<file path="config.mk">
export PLATFORM = sky130hd
export DESIGN_NAME = m_unit_arbiter
export DESIGN_NICKNAME = d
export VERILOG_FILES = /design/src/rtl/m_unit_arbiter.sv
export SDC_FILE = /design/constraint.sdc
export NUM_CORES = 1
export LEC_CHECK = 0
export CAP_MARGIN = 5
export CORE_AREA = 2 2 122 124
export CTS_CLUSTER_DIAMETER = 30
export CTS_CLUSTER_SIZE = 14
export DETAILED_ROUTE_END_ITERATION = 10
export DIE_AREA = 0 0 124 126
export GPL_TIMING_DRIVEN = 0
export PLACE_DENSITY = 0.87
export SETUP_SLACK_MARGIN = 0.4
export SLEW_MARGIN = 20
export SYNTH_ARGS = -nofsm -noshare
export SYNTH_HDL_FRONTEND = slang
export SYNTH_SLANG_ARGS = --single-unit
</file>
<file path="constraint.sdc">
create_clock -name i_clk -period 4.45 [get_ports i_clk]
set_input_delay 0.89 -clock i_clk [delete_from_list [all_inputs] [get_ports i_clk]]
set_output_delay 0.89 -clock i_clk [all_outputs]
set_load 0.005 [all_outputs]
</file>
<file path="src/rtl/m_unit_arbiter.sv">
// Shares one RV32-M multiply/divide unit between two requesters: round-robin
// grant, operands held for the whole operation, per-requester result buffers.
module m_unit_arbiter #(
    parameter int XLEN    = 32,
    parameter int TIMEOUT = 64
) (
    input  logic              i_clk,
    input  logic              i_rst,
    input  logic [1:0]        i_req_valid,
    output logic [1:0]        o_req_ready,
    input  logic [2*XLEN-1:0] i_req_rs1,
    input  logic [2*XLEN-1:0] i_req_rs2,
    input  logic [5:0]        i_req_f3,
    output logic [1:0]        o_rsp_valid,
    input  logic [1:0]        i_rsp_ready,
    output logic [2*XLEN-1:0] o_rsp_res,
    output logic [1:0]        o_rsp_err,
    output logic              o_m_en,
    output logic [XLEN-1:0]   o_m_rs1,
    output logic [XLEN-1:0]   o_m_rs2,
    output logic [2:0]        o_m_f3,
    input  logic [XLEN-1:0]   i_m_res,
    input  logic              i_m_stall,
    output logic              o_busy
);
    localparam int CW = $clog2(TIMEOUT) + 1;

    typedef enum logic [1:0] {
        IDLE  = 2'd0,
        ISSUE = 2'd1,
        COOL  = 2'd2
    } state_t;

    state_t          state_q, state_d;
    logic            rr_ptr_q;
    logic            owner_q;
    logic [CW-1:0]   cnt_q;
    logic [1:0]      eligible;
    logic [1:0]      grant;
    logic            grant_id;
    logic            accept;
    logic            done_ok;
    logic            done_to;
    logic [XLEN-1:0] res_next;

    // A requester still holding an unconsumed result must not be granted again.
    assign eligible = i_req_valid & ~o_rsp_valid;

    always_comb begin
        grant = eligible;
        if (eligible == 2'b11) begin
            grant = rr_ptr_q ? 2'b10 : 2'b01;
        end
    end

    assign grant_id = grant[1];
    assign accept   = (state_q == IDLE) && (grant != 2'b00);
    assign done_ok  = (state_q == ISSUE) && !i_m_stall;
    assign done_to  = (state_q == ISSUE) && i_m_stall && (cnt_q == CW'(TIMEOUT - 1));
    assign res_next = done_to ? '0 : i_m_res;

    // NOTE: sequential state uses non-blocking assignments so every flop samples pre-edge values.
    always_ff @(posedge i_clk) begin
        if (!i_rst) begin
            state_q <= IDLE;
        end else begin
            state_q <= state_d;
        end
    end

    always_comb begin
        state_d = state_q;
        case (state_q)
            IDLE:    if (accept) state_d = ISSUE;
            ISSUE:   if (done_ok || done_to) state_d = COOL;
            COOL:    state_d = IDLE;
            default: state_d = IDLE;
        endcase
    end

    // NOTE: every combinational output gets a default first so no latch is inferred.
    always_comb begin
        o_req_ready = 2'b00;
        o_m_en      = 1'b0;
        o_busy      = 1'b1;
        case (state_q)
            IDLE: begin
                o_req_ready = grant;
                o_busy      = 1'b0;
            end
            ISSUE:   o_m_en = 1'b1;
            default: ;
        endcase
    end

    // Operands are captured once at accept and held until the next accept.
    always_ff @(posedge i_clk) begin
        if (!i_rst) begin
            rr_ptr_q <= 1'b0;
            owner_q  <= 1'b0;
            cnt_q    <= '0;
            o_m_rs1  <= '0;
            o_m_rs2  <= '0;
            o_m_f3   <= '0;
        end else begin
            if (accept) begin
                owner_q  <= grant_id;
                rr_ptr_q <= ~grant_id;
                o_m_rs1  <= grant_id ? i_req_rs1[XLEN +: XLEN] : i_req_rs1[0 +: XLEN];
                o_m_rs2  <= grant_id ? i_req_rs2[XLEN +: XLEN] : i_req_rs2[0 +: XLEN];
                o_m_f3   <= grant_id ? i_req_f3[3 +: 3] : i_req_f3[0 +: 3];
            end
            case (state_q)
                ISSUE:   cnt_q <= cnt_q + CW'(1);
                COOL:    cnt_q <= '0;
                default: ;
            endcase
        end
    end

    always_ff @(posedge i_clk) begin
        if (!i_rst) begin
            o_rsp_valid <= '0;
            o_rsp_err   <= '0;
            o_rsp_res   <= '0;
        end else begin
            for (int n = 0; n < 2; n++) begin
                if (o_rsp_valid[n] && i_rsp_ready[n]) begin
                    o_rsp_valid[n] <= 1'b0;
                end
            end
            if (done_ok || done_to) begin
                o_rsp_valid[owner_q] <= 1'b1;
                o_rsp_err[owner_q]   <= done_to;
                if (owner_q) begin
                    o_rsp_res[XLEN +: XLEN] <= res_next;
                end else begin
                    o_rsp_res[0 +: XLEN] <= res_next;
                end
            end
        end
    end

endmodule
</file>
**Word-level counts from Yosys, hierarchy flattened**

Index checks and enable logic that the tools add are counted.

- Add/subtract/negate cells: 1
- $lt $le $gt $ge: 2
- Equal/unequal tests: 6
- Multiplexer cells: 21
- Bitwise gates (word level): 5
- Reductions and logical operators: 15

Operator list:

| cell | number |
|---|---|
| two-way mux 32 bit | 3 |
| one-hot mux 7 bit (2 select lines) | 1 |
| two-way mux 2 bit | 6 |
| adder 7 x 1 -> 7 bit (second input constant) | 1 |
| == test 7 x 6 -> 1 bit (second input constant) | 1 |
| logical AND 1 bit | 7 |
| two-way mux 1 bit | 7 |
| AND reduction 2 bit | 3 |
| == test 2 bit (second input constant) | 2 |
| one-hot mux 2 bit (2 select lines) | 1 |
| nonzero test 2 bit | 2 |
| two-way mux 3 bit | 1 |
| bitwise AND 2 bit | 1 |
| bitwise mux 2 bit | 1 |
| == test 2 x 1 -> 1 bit (second input constant) | 1 |
| logical NOT 2 bit | 1 |
| < comparator 1 x 2 -> 1 bit (second input constant) | 1 |
| != test 2 x 1 -> 1 bit (second input constant) | 1 |
| != test 2 bit (second input constant) | 1 |
| inverter 1 bit | 2 |
| inverter 2 bit | 1 |
| OR 2 bit | 1 |
| demux 1 bit (select 1 bit) | 1 |
| greater-or-equal comparator 1 bit (second input constant) | 1 |
| other kinds (2) | 2 |

- Register bits: 146
- Input bits: 173
- Word-level logic and storage cells: 61

**Longest topological paths before layout**

- Depth in word-level cells: 8
- Gate-level depth with buffers: 7

**Least setup slack after synthesis**

Ideal clock, no wire load.

- Kind: in2out
- Start: in i_req_valid[1]
- End: out o_req_ready[0]
- Data arrival time: 1.725 ns
- Setup slack: 1.835 ns
- Cell stages on the path: 4
- Path buffers: 2
- Cells stage by stage: nor2b_1 buf_2 a211oi_4 buf_2

- Longest elaborated chain between the ends: 4

Ends and longest elaborated chain:

| element | RTL line | RTL |
|---|---|---|
| start: declaration | 9 | `input logic [1:0] i_req_valid,` |
| bitwise AND 2 bit | 47 | `assign eligible = i_req_valid & ~o_rsp_valid;` |
| == test 2 bit | 51 | `if (eligible == 2'b11) begin` |
| two-way mux 2 bit | 51 |  |
| two-way mux 2 bit | 86 | `case (state_q)` |
| end: declaration | 10 | `output logic [1:0] o_req_ready,` |

Every way passes these cells.

**Final worst setup path**

Ends and elaborated chain as after synthesis.

==> impl_metrics.json <==
{
  "run_status": "completed",
  "ios": 312,
  "synth_top_area_share_pct": 54.0,
  "n_antenna_cell": 0,
  "cts_tree": "built",
  "detailedRoute.firstIterationViolations": 520,
  "vias": 5637,
  "io_buffers": 310,
  "drive_gt1_share_pct": 7.75,
  "synthArstFlopShare_pct": 0,
  "setup.worst_path.start_class": "input pin",
  "grt_start_max_net_pins": 17,
  "postRouteWirelength_mm": 19.0,
  "yosys.cell_types.count": 35,
  "post_synth_inst_count": 497,
  "core_region_area_um2": 14300,
  "clock-skew-final_ns": 0.0129,
  "synth_edf_count": 0,
  "path_clk_slew_ns": 0.06,
  "cap_violations": 0,
  "cts_num_sinks": 146,
  "design.die.area_um2": 15600,
  "antenna_found_initial": 0,
  "crit_path_max_fanout": 10,
  "yosysSeqAreaShare_pct": 54.0,
  "first_global_vias": 5468,
  "critPathRequiredTime_ns": 3.56,
  "syn-num-nets": 675,
  "hold_class": "flop to flop",
  "synth-warning-count": 0,
  "dpl-instance-area_um2": 8750,
  "floorplan.die.width_um": 124,
  "worstSetupEndpointType": "output port",
  "power_leakage_nw": 3.45,
  "flow.area_growth_from_synthesis_pct": 72.7,
  "dpl.hpwl_mm": 13.9,
  "y_dimension_of_the_die_um": 126,
  "wl_per_cell_um": 18.6,
  "worst_skew_pair.late_latency_ns": 0.41,
  "layout.nets": 1004,
  "yosysTopAreaCell": "dfxtp_1",
  "synth.area.top_cells": "dfxtp_1 (54%), a32o_1 (12%), a222oi_1 (7.9%)",
  "synthesis.area_per_instance_um2": 10.9,
  "setup_repair_after_global_routing_missed_its_margin": "false",
  "ctsRootBufferMaster": "clkbuf_16",
  "worst_slew_pin_slew_ns": 0.673,
  "number_of_iterations_in_the_first_detailed_routing_pass": 8,
  "detail_route.drc_violations": 0,
  "start_util_pct": 37.8,
  "totalNegativeSetupSlack_ns": 0,
  "vias_per_cell": 5.51,
  "cts_setup_buffers": 0,
  "finalHoldViolCount": 0,
  "timing.final.max_slew_violations": 0,
  "max-slew-margin-rel_pct": 54.9,
  "synth_common_cells": "dfxtp_1 (146), a32o_1 (64), nor2_1 (54), a222oi_1 (43), a21oi_1 (30)",
  "synth_flop_cell": "dfxtp_1",
  "globalplace.congestion": 0.819,
  "fin_total_pwr_w": 0.00391,
  "whs_ns": 0.462,
  "layout_worst_path_cycle_share_pct": 86.1,
  "design_area_um2": 9350,
  "timing.fmax_mhz": 261,
  "clock_path_buffers": 2,
  "placement_rows": 44,
  "cts_hold_buf": 0,
  "worst_ir_drop_vdd_mv": 0.275,
  "postSynthRegisterBits": 146,
  "p_per_area_nw_per_um2": 418,
  "post_cts.resized_instances": 0,
  "layout_min_cycle_time_ns": 3.83,
  "grt_first_pass_wirelength_mm": 28.5,
  "groute.usage.overall_pct": 23.5,
  "antenna_violating_nets_left": 0,
  "category_of_the_critical_setup_timing_path": "input pin to output port",
  "core_utilization_of_the_finished_layout_pct": 65.3,
  "synth.cell_area_um2": 5420,
  "critical_path_arrival_ns": 2.94,
  "globalRouteOverflowTotal": 0,
  "htree_levels": 4,
  "timing.final.setup_violations": 0,
  "cts_inserted_buffers": 17,
  "count_leader_synth": "dfxtp_1"
}
-- cell usage in the layout, fill, tap and decap left out, types with 2 or more instances in the layout --
| master | n |
|---|---|
| a32oi_1 | 2 |
| dfxtp_1 | 146 |
| clkinv_4 | 2 |
| nand4_1 | 4 |
| a32o_1 | 64 |
| inv_6 | 2 |
| clkbuf_16 | 17 |
| clkinvlp_4 | 2 |
| o221a_2 | 2 |
| clkbuf_1 | 28 |
| a222oi_1 | 43 |
| mux2i_1 | 25 |
| ha_1 | 5 |
| inv_1 | 6 |
| clkinv_2 | 3 |
| nor3_1 | 4 |
| nor2b_1 | 3 |
| o21a_1 | 3 |
| a21oi_1 | 30 |
| xor2_1 | 4 |
| buf_6 | 6 |
| o21ai_0 | 25 |
| a31oi_1 | 3 |
| nor2_1 | 54 |
| buf_4 | 3 |
| bufinv_16 | 3 |
| clkdlybuf4s50_1 | 310 |
| nand2_1 | 9 |
| buf_2 | 17 |
-- routing by layer --
metal	part of all wire, %	up-vias	global-route usage [%]
met1	39	2712	27.3
met2	49	263	39.7
li1	-	2624	-
met4	2.6	0	10.1
met5	0	-	0
met3	8.6	38	7.02
-- path summary, 6_finish.rpt --
kind | from | end | slack [ns] | cells past startpoint
worst max-delay path | i_req_valid[1] | o_req_ready[0] | 0.62 | 6
worst min-delay path | o_rsp_res[7] | o_rsp_res[7] | 0.46 | 1
worst max register to register | state_q[1] | o_rsp_res[27] | 2.27 | 6
worst min register to register | o_rsp_res[7] | o_rsp_res[7] | 0.46 | 1
-- flip-flops by register name, summed over array words and instances (netlist names) --
signal       flops
o_m_f3           3
o_rsp_err        2
state_q          2
o_m_rs2         32
o_m_rs1         32
owner_q          1
cnt_q            7
o_rsp_valid      2
o_rsp_res       64
rr_ptr_q         1
-- cells by family (layout without fill, tap and decap cells) --
family          Yosys count  after routing  share of synthesized area [%]
fa+ha+maj                 5              5                           1.16
buf+inv                  59            401                           5.52
mux                      25             25                           4.62
xor+xnor                  4              4                          0.647
compound gates          178            178                           27.7
flops                   146            146                           54.0
simple gates             80             80                           6.33
-- area by class of cell --
type | instances | area [µm²]
Sequential cell | 146 | 2920
Buffer | 52 | 273
Inverter | 7 | 26.3
Timing Repair Buffer | 310 | 3100
Clock buffer | 20 | 447
Multi-Input combinational cell | 292 | 2190
Tap cell | 184 | 230
Fill cell | 1148 | 4960
Clock inverter | 12 | 155
-- worst max-delay path, cell delays in order --
cell	delay (ns)
clkdlybuf4s50_1	0.40
nor2b_1	0.13
buf_2	0.16
a211oi_4	0.46
buf_2	0.35
clkdlybuf4s50_1	0.55
-- where the power goes --
group | leakage [nW] | switching [W] | internal [W]
logic | 1.96 | 0.000429 | 0.000526
registers | 1.19 | 0.0000713 | 0.00144
clock network | 0.291 | 0.000546 | 0.000899
total | 3.45 | 0.00105 | 0.00286
-- stage by stage --
stage	setup WS, ns	cells
after detailed placement	0.581	991
after global placement	0.608	991
after CTS	0.598	1023
after floorplan	1.84	497
final	0.618	1023
after global routing	0.525	1023
Power figures use the tool's default switching activity.
